==> config.mk <==
export PLATFORM = sky130hd
export DESIGN_NAME = mem_port_arbiter
export DESIGN_NICKNAME = d
export VERILOG_FILES = /design/src/rtl/cpu_pkg.sv /design/src/rtl/arb_timeout_ctr.sv /design/src/rtl/mem_port_arbiter.sv
export SDC_FILE = /design/constraint.sdc
export NUM_CORES = 1
export LEC_CHECK = 0
export ABC_AREA = 1
export ABC_CLOCK_PERIOD_IN_PS = 2270
export CAP_MARGIN = 20
export CORE_MARGIN = 2
export CORE_UTILIZATION = 25
export DETAILED_ROUTE_END_ITERATION = 7
export DONT_BUFFER_PORTS = 1
export HOLD_SLACK_MARGIN = 0.08
export MAX_ROUTING_LAYER = met4
export PLACE_DENSITY = 0.41
export SLEW_MARGIN = 30
export SYNTH_ARGS = -nofsm -noshare
export SYNTH_HDL_FRONTEND = slang
export SYNTH_HIERARCHICAL = 1
export SYNTH_SLANG_ARGS = --single-unit
==> constraint.sdc <==
create_clock -name i_clk -period 2.27 [get_ports i_clk]
set_input_delay 0.227 -clock i_clk [delete_from_list [all_inputs] [get_ports i_clk]]
set_output_delay 0.227 -clock i_clk [all_outputs]
set_load 0.05 [all_outputs]
==> src/rtl/cpu_pkg.sv <==
// Shared types for the memory-port arbiter: FSM states, requester identity and bus widths.
package cpu_pkg;

  localparam int unsigned BE_WIDTH = 4;

  typedef enum logic [1:0] {IDLE, BUSY_IF, BUSY_DM, RESP} arb_state_t;

  typedef enum logic {REQ_IF, REQ_DM} requester_t;

endpackage

==> src/rtl/arb_timeout_ctr.sv <==
// Saturating busy-cycle counter: counts while enabled, clears on request, flags LIMIT-1 reached.
module arb_timeout_ctr #(
  parameter int unsigned LIMIT = 64
) (
  input  logic i_clk,
  input  logic i_reset_n,
  input  logic i_clr,
  input  logic i_en,
  output logic o_expired
);

  localparam int unsigned CntW = (LIMIT > 2) ? $clog2(LIMIT) : 1;

  logic [CntW-1:0] count_q;

  assign o_expired = (count_q == CntW'(LIMIT - 1));

  always_ff @(posedge i_clk or negedge i_reset_n) begin
    if (!i_reset_n) begin
      count_q <= '0;
    end else if (i_clr) begin
      count_q <= '0;
    end else if (i_en && !o_expired) begin
      count_q <= count_q + 1'b1;
    end
  end

endmodule

==> src/rtl/mem_port_arbiter.sv <==
// Shares one memory port between instruction fetch and data access, one transaction at a time.
// DM has fixed priority; IF is forced after MAX_DM_STREAK consecutive DM grants it waited through.
module mem_port_arbiter
  import cpu_pkg::*;
#(
  parameter int unsigned DATA_WIDTH     = 32,
  parameter int unsigned MAX_DM_STREAK  = 4,
  parameter int unsigned TIMEOUT_CYCLES = 64
) (
  input  logic                  i_clk,
  input  logic                  i_reset_n,
  input  logic                  i_if_req,
  input  logic [DATA_WIDTH-1:0] i_if_addr,
  output logic                  o_if_gnt,
  output logic                  o_if_rvalid,
  output logic [DATA_WIDTH-1:0] o_if_rdata,
  output logic                  o_if_err,
  input  logic                  i_dm_req,
  input  logic                  i_dm_we,
  input  logic [BE_WIDTH-1:0]   i_dm_be,
  input  logic [DATA_WIDTH-1:0] i_dm_addr,
  input  logic [DATA_WIDTH-1:0] i_dm_wdata,
  output logic                  o_dm_gnt,
  output logic                  o_dm_rvalid,
  output logic [DATA_WIDTH-1:0] o_dm_rdata,
  output logic                  o_dm_err,
  output logic                  o_mem_req,
  output logic                  o_mem_we,
  output logic [BE_WIDTH-1:0]   o_mem_be,
  output logic [DATA_WIDTH-1:0] o_mem_addr,
  output logic [DATA_WIDTH-1:0] o_mem_wdata,
  input  logic                  i_mem_ack,
  input  logic [DATA_WIDTH-1:0] i_mem_rdata
);

  localparam int unsigned StreakW = $clog2(MAX_DM_STREAK + 1);

  arb_state_t         state_q, state_d;
  requester_t         cur_q;
  logic [StreakW-1:0] streak_q;
  logic               if_gnt, dm_gnt;
  logic               busy, expired, done, force_if;

  assign busy     = (state_q == BUSY_IF) || (state_q == BUSY_DM);
  assign done     = busy && (i_mem_ack || expired);
  assign force_if = (streak_q == StreakW'(MAX_DM_STREAK));

  arb_timeout_ctr #(
    .LIMIT (TIMEOUT_CYCLES)
  ) u_timeout (
    .i_clk     (i_clk),
    .i_reset_n (i_reset_n),
    .i_clr     (!busy),
    .i_en      (busy),
    .o_expired (expired)
  );

  always_ff @(posedge i_clk or negedge i_reset_n) begin
    if (!i_reset_n) begin
      state_q <= IDLE;
    end else begin
      state_q <= state_d;
    end
  end

  always_comb begin
    state_d = state_q;
    unique case (state_q)
      IDLE: begin
        if (if_gnt) begin
          state_d = BUSY_IF;
        end else if (dm_gnt) begin
          state_d = BUSY_DM;
        end
      end
      BUSY_IF, BUSY_DM: begin
        if (done) state_d = RESP;
      end
      RESP:    state_d = IDLE;
      default: state_d = IDLE;
    endcase
  end

  // Grants are gated by reset so every output reads 0 while reset is held.
  always_comb begin
    if_gnt      = 1'b0;
    dm_gnt      = 1'b0;
    o_if_rvalid = 1'b0;
    o_dm_rvalid = 1'b0;
    if (state_q == IDLE && i_reset_n) begin
      if (i_if_req && (!i_dm_req || force_if)) begin
        if_gnt = 1'b1;
      end else if (i_dm_req) begin
        dm_gnt = 1'b1;
      end
    end
    if (state_q == RESP) begin
      o_if_rvalid = (cur_q == REQ_IF);
      o_dm_rvalid = (cur_q == REQ_DM);
    end
  end

  assign o_if_gnt = if_gnt;
  assign o_dm_gnt = dm_gnt;

  always_ff @(posedge i_clk or negedge i_reset_n) begin
    if (!i_reset_n) begin
      cur_q       <= REQ_IF;
      streak_q    <= '0;
      o_mem_req   <= 1'b0;
      o_mem_we    <= 1'b0;
      o_mem_be    <= '0;
      o_mem_addr  <= '0;
      o_mem_wdata <= '0;
      o_if_rdata  <= '0;
      o_if_err    <= 1'b0;
      o_dm_rdata  <= '0;
      o_dm_err    <= 1'b0;
    end else begin
      if (if_gnt) begin
        cur_q       <= REQ_IF;
        streak_q    <= '0;
        o_mem_req   <= 1'b1;
        o_mem_we    <= 1'b0;
        o_mem_be    <= '1;
        o_mem_addr  <= i_if_addr;
        o_mem_wdata <= '0;
      end else if (dm_gnt) begin
        cur_q       <= REQ_DM;
        // Only grants that made IF wait count towards the streak.
        streak_q    <= i_if_req ? streak_q + 1'b1 : '0;
        o_mem_req   <= 1'b1;
        o_mem_we    <= i_dm_we;
        o_mem_be    <= i_dm_be;
        o_mem_addr  <= i_dm_addr;
        o_mem_wdata <= i_dm_wdata;
      end
      if (done) begin
        o_mem_req <= 1'b0;
        if (cur_q == REQ_IF) begin
          o_if_rdata <= i_mem_ack ? i_mem_rdata : '0;
          o_if_err   <= !i_mem_ack;
        end else begin
          o_dm_rdata <= (i_mem_ack && !o_mem_we) ? i_mem_rdata : '0;
          o_dm_err   <= !i_mem_ack;
        end
      end
      if (state_q == RESP) begin
        o_if_err <= 1'b0;
        o_dm_err <= 1'b0;
      end
    end
  end

endmodule

After elaboration in Yosys (flattened, before gate mapping):

Index checks and enable logic that the tools add are counted.

* register bits: 148
* input port bits: 138
* output and inout port bits: 140

* add/subtract/negate cells: 2
* eq/ne operators: 9
* mux-type cells: 36
* bitwise operators: 1
* reduce and logical (&&, ||, !) cells: 23

Operator list (number)
* $mux W32: 6
* $mux W1: 19
* $mux W6: 2
* $reduce_and A2 Y1: 5
* $mux W3: 3
* $mux W4: 2
* $add A6 B1 Y6 const B: 1
* $eq A6 B6 Y1 const B: 1
* $mux W2: 3
* $pmux W2 S3: 1
* $reduce_bool A2 Y1: 3
* $logic_and A1 B1 Y1: 5
* $eq A2 B2 Y1 const B: 2
* $logic_not A1 Y1: 4
* $ne A2 B1 Y1 const B: 2
* $add A3 B1 Y3 const B: 1
* $eq A3 B3 Y1 const B: 1
* $logic_or A1 B1 Y1: 3
* $ne A3 B3 Y1 const B: 1
* $reduce_bool A3 Y1: 1
* $eq A2 B1 Y1 const B: 1
* $logic_not A2 Y1: 1
* $ne A2 B2 Y1 const B: 1
* $reduce_or A2 Y1: 1
* $not A1 Y1: 1

Depth between registers and ports, before layout:

* depth in word-level cells: 8
* mapped depth: 12

Cells and area by module:

Netlist, hierarchy kept.

By module, submodules not included
* mem_port_arbiter: times used 1, cells an instance 686, area each 6050.8 um2, seq. area each 3553.4 um2
* arb_timeout_ctr: times used 1, cells an instance 53, area each 399.1 um2, seq. area each 150.1 um2

Worst setup path after synthesis:

OpenSTA, ideal clock, no wires.

* path kind: flip-flop to flip-flop
* start: register u_timeout.count_q[0]
* end: register o_dm_rdata[11]
* setup time: 130 ps
* data arrival time: 1472 ps
* path slack: 668 ps
* cell stages (with the launch flop): 13
* path buffers: 2
* path through: dfrtp_1 ha_1 nand2_2 nor2_4 nand2_4 inv_1 o21ai_2 inv_2 nand2_2 buf_6 buf_6 nand2_1 o21ai_0

* word-level cells in the longest chain between the ends: 4

Ends and longest elaborated chain
* start: declaration: line arb_timeout_ctr.sv:14 `logic [CntW-1:0] count_q;`
* start signal: assignment: line arb_timeout_ctr.sv:24 `count_q <= count_q + 1'b1;`
* $eq A6 B6 Y1: line arb_timeout_ctr.sv:16 `assign o_expired = (count_q == CntW'(LIMIT - 1));`
* net expired: line mem_port_arbiter.sv:42 `logic busy, expired, done, force_if;`
* $logic_or A1 B1 Y1: line mem_port_arbiter.sv:45 `assign done = busy && (i_mem_ack || expired);`
* $logic_and A1 B1 Y1: line mem_port_arbiter.sv:45
* $reduce_and A2 Y1 (no line)
* end signal: assignment: line mem_port_arbiter.sv:144 `o_dm_rdata <= (i_mem_ack && !o_mem_we) ? i_mem_rdata : '0;`
* end: declaration: line mem_port_arbiter.sv:25 `output logic [DATA_WIDTH-1:0] o_dm_rdata,`

The timed path passes the listed nets, and every way through them passes these cells.
A chain may end at the register's enable or synchronous reset.

Final worst setup path:

* start: register state_q[1]
* end: register o_mem_addr[7]

* word-level cells in the longest chain between the ends: 4
* elaborated cells between the ends (all ways): 6
* classes of those cells: mux (3); reduce/logical (3)

Ends and longest elaborated chain
* start: declaration: line mem_port_arbiter.sv:38 `arb_state_t state_q, state_d;`
* start signal: assignment: line mem_port_arbiter.sv:62 `state_q <= state_d;`
* $logic_not A2 Y1 (*): line mem_port_arbiter.sv:90 `if (state_q == IDLE && i_reset_n) begin`
* $logic_and A1 B1 Y1 (*): line mem_port_arbiter.sv:90
* $mux W1: line mem_port_arbiter.sv:90
* $mux W32 or $reduce_bool A2 Y1 (tied branches)
* end signal: assignment: line mem_port_arbiter.sv:126 `o_mem_addr <= i_if_addr;`
* end signal: assignment: line mem_port_arbiter.sv:135 `o_mem_addr <= i_dm_addr;`
* end: declaration: line mem_port_arbiter.sv:30 `output logic [DATA_WIDTH-1:0] o_mem_addr,`

Every way passes the cells marked *; elsewhere a longest branch is shown, timed or not.

==> results_dict.tcl <==
set metrics [dict create \
    numPlacedInstances 1040 \
    diodes 0 \
    synth-main-ff-cell "dfrtp_1" \
    cts_tree "yes" \
    hold_viol_final 148 \
    fmax_mhz 478.6 \
    crit_fanout 33 \
    wirelength_um 19890 \
    grt.overflow.total 0 \
    crit_top_cell "nand3_1" \
    postLayoutSetupSlackWorst_ps 180.6 \
    finalPower_mw 13.19 \
    final_antenna_net_count 0 \
    cts.sinks 148 \
    drt_iter0_markers 371 \
    synthTopCellsByArea "dfrtp_1 57%, nand2_1 19%, nand3_1 5.8%, o21ai_0 3.3%, buf_6 3.1%" \
    synth.mux.area_fraction_pct 0 \
    fp.dieH_um 164.6 \
    fp.dieW_um 164.6 \
    grt_pass1_wl_um 30550 \
    post-place-ws_ps 405.1 \
    clock_path_buffers 2 \
    critPathSlowestCell "dlygate4sd3_1" \
    routedWlPerCell_um 16.45 \
    status "complete, but fails checks" \
    synth_xor_area_share_pct 0.1358 \
    antenna_found_initial 0 \
    via_per_inst 4.486 \
    fin_skew_ps 10.38 \
    grt_use_total_pct 15.10 \
    finalSetupViolCount 0 \
    yosys.area.top_type "dfrtp_1" \
    yosysTopAreaCellShare_pct 57.42 \
    synth_commonest_cells "329 x nand2_1, 148 x dfrtp_1, 75 x nand3_1" \
    route.detailed.drc 0 \
    cp-end-kind "register" \
    hold_slack_ps -500.2 \
    worst_ep_arrival_time_ps 2390 \
    cts_buffers 17 \
    crit_type "register to register" \
    post-route-period-util_pct 92.04 \
    start_kind "register" \
    worstPathRequired_ps 2570 \
    final_nets 1011 \
    hp-class "input pin to async pin" \
    final_cells 1209 \
    yosysMostFrequentCell "nand2_1" \
    avgSynthCellArea_um2 8.728 \
    synth_async_sr_flop_share_pct 100.0 \
    rsz0062_at_grt "no" \
    htree_levels 4 \
    slew_headroom_pct 60.47 \
    drtPass1Iterations 4 \
    post-cts-setup-buffers 0 \
    clk_latency_ps 420 \
    drive_gt1_share_pct 7.622 \
    syn_nets 883 \
    synth_edf_count 0 \
    power_density_nw_per_um2 1511 \
    ir_drop_uv 521.3 \
    synth_seq_cells 148 \
    synth_simple_gate_area_share_pct 27.90 \
    final_area_um2 8728 \
    worstMarginPinSlew_ps 592.9 \
    synth_area_um2 6450 \
    leakage_nw 4.164 \
    synth.yosys.seq_area_share_pct 57.42 \
    core_um2 25250 \
    fin_setup_tns_ps 0 \
    maxCapViolCount 0 \
    post_dp_cell_area_um2 6701 \
    hold_buffers 137 \
    synth_compound_area_share_pct 6.285 \
    gp_congestion 0.7444 \
    grt_pass1_vias 5513 \
    reg2reg_slack_ps 180 \
    die_area_um2 27100 \
    failed_checks "hold timing" \
    grt_max_degree 150 \
    path_cells "inv_1, ha_1, nand2_2, inv_2, nand3_2, buf_6, nand3_1, nand3_1, dlygate4sd3_1" \
    vias 5423 \
    fin_crit_ps 2089 \
    syn_inst 739 \
    synth_top_family_by_area "simple AND/OR/NAND/NOR gates" \
    path_clk_slew_ps 70 \
    io_buffers 0 \
    max_stage_delay_ps 550 \
    start_util_pct 25.54 \
    hpwl_um 12600 \
    fp-row-count 58 \
    maxSlewViolCount 0 \
    synth_fa_ha_area_share_pct 1.164 \
    yosysWarnings 6 \
    synth_cell_type_count 28 \
    ios 278 \
    cts_root_buf "clkbuf_16" \
    syn_to_final_growth_pct 35.32 \
]
-- kinds of logic (layout without fill, tap and decap cells) --
| kind of cell | count (synthesis) | in the layout |
|---|---|---|
| AO/OA/AOI/OAI | 79 | 79 |
| XOR/XNOR | 1 | 1 |
| adder cells (fa/ha/maj) | 6 | 6 |
| buffers and inverters | 75 | 215 |
| flip-flops | 148 | 148 |
| AND/OR/NAND/NOR | 430 | 430 |
-- critical path: cells and delay by family, from the launching register on --
family	cells	cell delay, ps
fa+ha+maj	1	210
buf+inv	4	970
simple gates	4	400
flops	1	400
-- power by group --
| part | switching, mW | total [mW] | internal, mW | leakage [nW] |
|---|---|---|---|---|
| clock network | 1.16 | 2.95 | 1.79 | 0.289 |
| registers | 4.07 | 7.63 | 3.55 | 1.91 |
| logic | 1.56 | 2.61 | 1.05 | 1.96 |
-- timing repair --
item,CTS,global route
resized for setup,0,5
endpoints found under the hold margin,288,148
endpoints found under the setup margin,0,3
-- state kept, by name (all words and copies together) (netlist names) --
name               cells
o_dm_rdata            32
o_if_rdata            32
o_mem_addr            32
o_mem_wdata           32
u_timeout/count_q      6
o_mem_be               4
streak_q               3
state_q                2
cur_q                  1
o_dm_err               1
o_if_err               1
o_mem_req              1
o_mem_we               1
-- worst paths after layout --
| path | from | endpoint | depth (start not counted) |
|---|---|---|---|
| worst min register to register | state_q[1] | state_q[1] | 2 |
| worst min-delay path | i_reset_n | o_if_rdata[3] | 0 |
| worst max-delay path | state_q[1] | o_mem_addr[7] | 9 |
| max in group asynchronous | i_reset_n | o_dm_rdata[25] | 0 |
| worst max register to register | state_q[1] | o_mem_addr[7] | 9 |
| min in group i_clk | i_dm_req | o_mem_addr[29] | 4 |
-- routing by layer --
metal,GRT usage (%),wire length [um],vias to the layer above
li1,-,-,2609
met1,18.03,8201,2547
met2,24.48,9591,246
met3,4.420,1740,21
met4,5.138,357,0
met5,-,0,-
-- final cells by class --
type                       instances  area, um^2
fill                            2569       16530
multi-input combinational        516        2296
tap                              330       412.9
clock inverter                    11       148.9
inverter                          33       133.9
timing repair buffer             151        1577
clock buffer                      20       456.7
sequential                       148        3704
-- layout by cell type, fill, tap and decap left out, types with 3 or more instances in the layout --
| cell type | count |
|---|---|
| clkinvlp_4 | 3 |
| o21ai_1 | 32 |
| inv_2 | 4 |
| buf_12 | 6 |
| ha_1 | 6 |
| nor2_1 | 7 |
| buf_4 | 6 |
| nand2_2 | 5 |
| nand2_4 | 3 |
| clkbuf_16 | 17 |
| nor2_4 | 3 |
| o21ai_0 | 42 |
| inv_6 | 4 |
| bufinv_16 | 3 |
| nor3_1 | 3 |
| dlygate4sd3_1 | 136 |
| inv_1 | 27 |
| nand2_1 | 329 |
| nand3_1 | 75 |
| dfrtp_1 | 148 |
-- through the flow --
step / utilization, % / hold slack (ps)
finish: 34.56 / -500.2
global route: 34.56 / -526.9
CTS: 34.40 / -524.5
detailed placement: 26.54 / -63.92
global placement: 26.54 / -64.74
floorplan: - / -68.59
No activity file was read; power rests on OpenSTA's default activity.
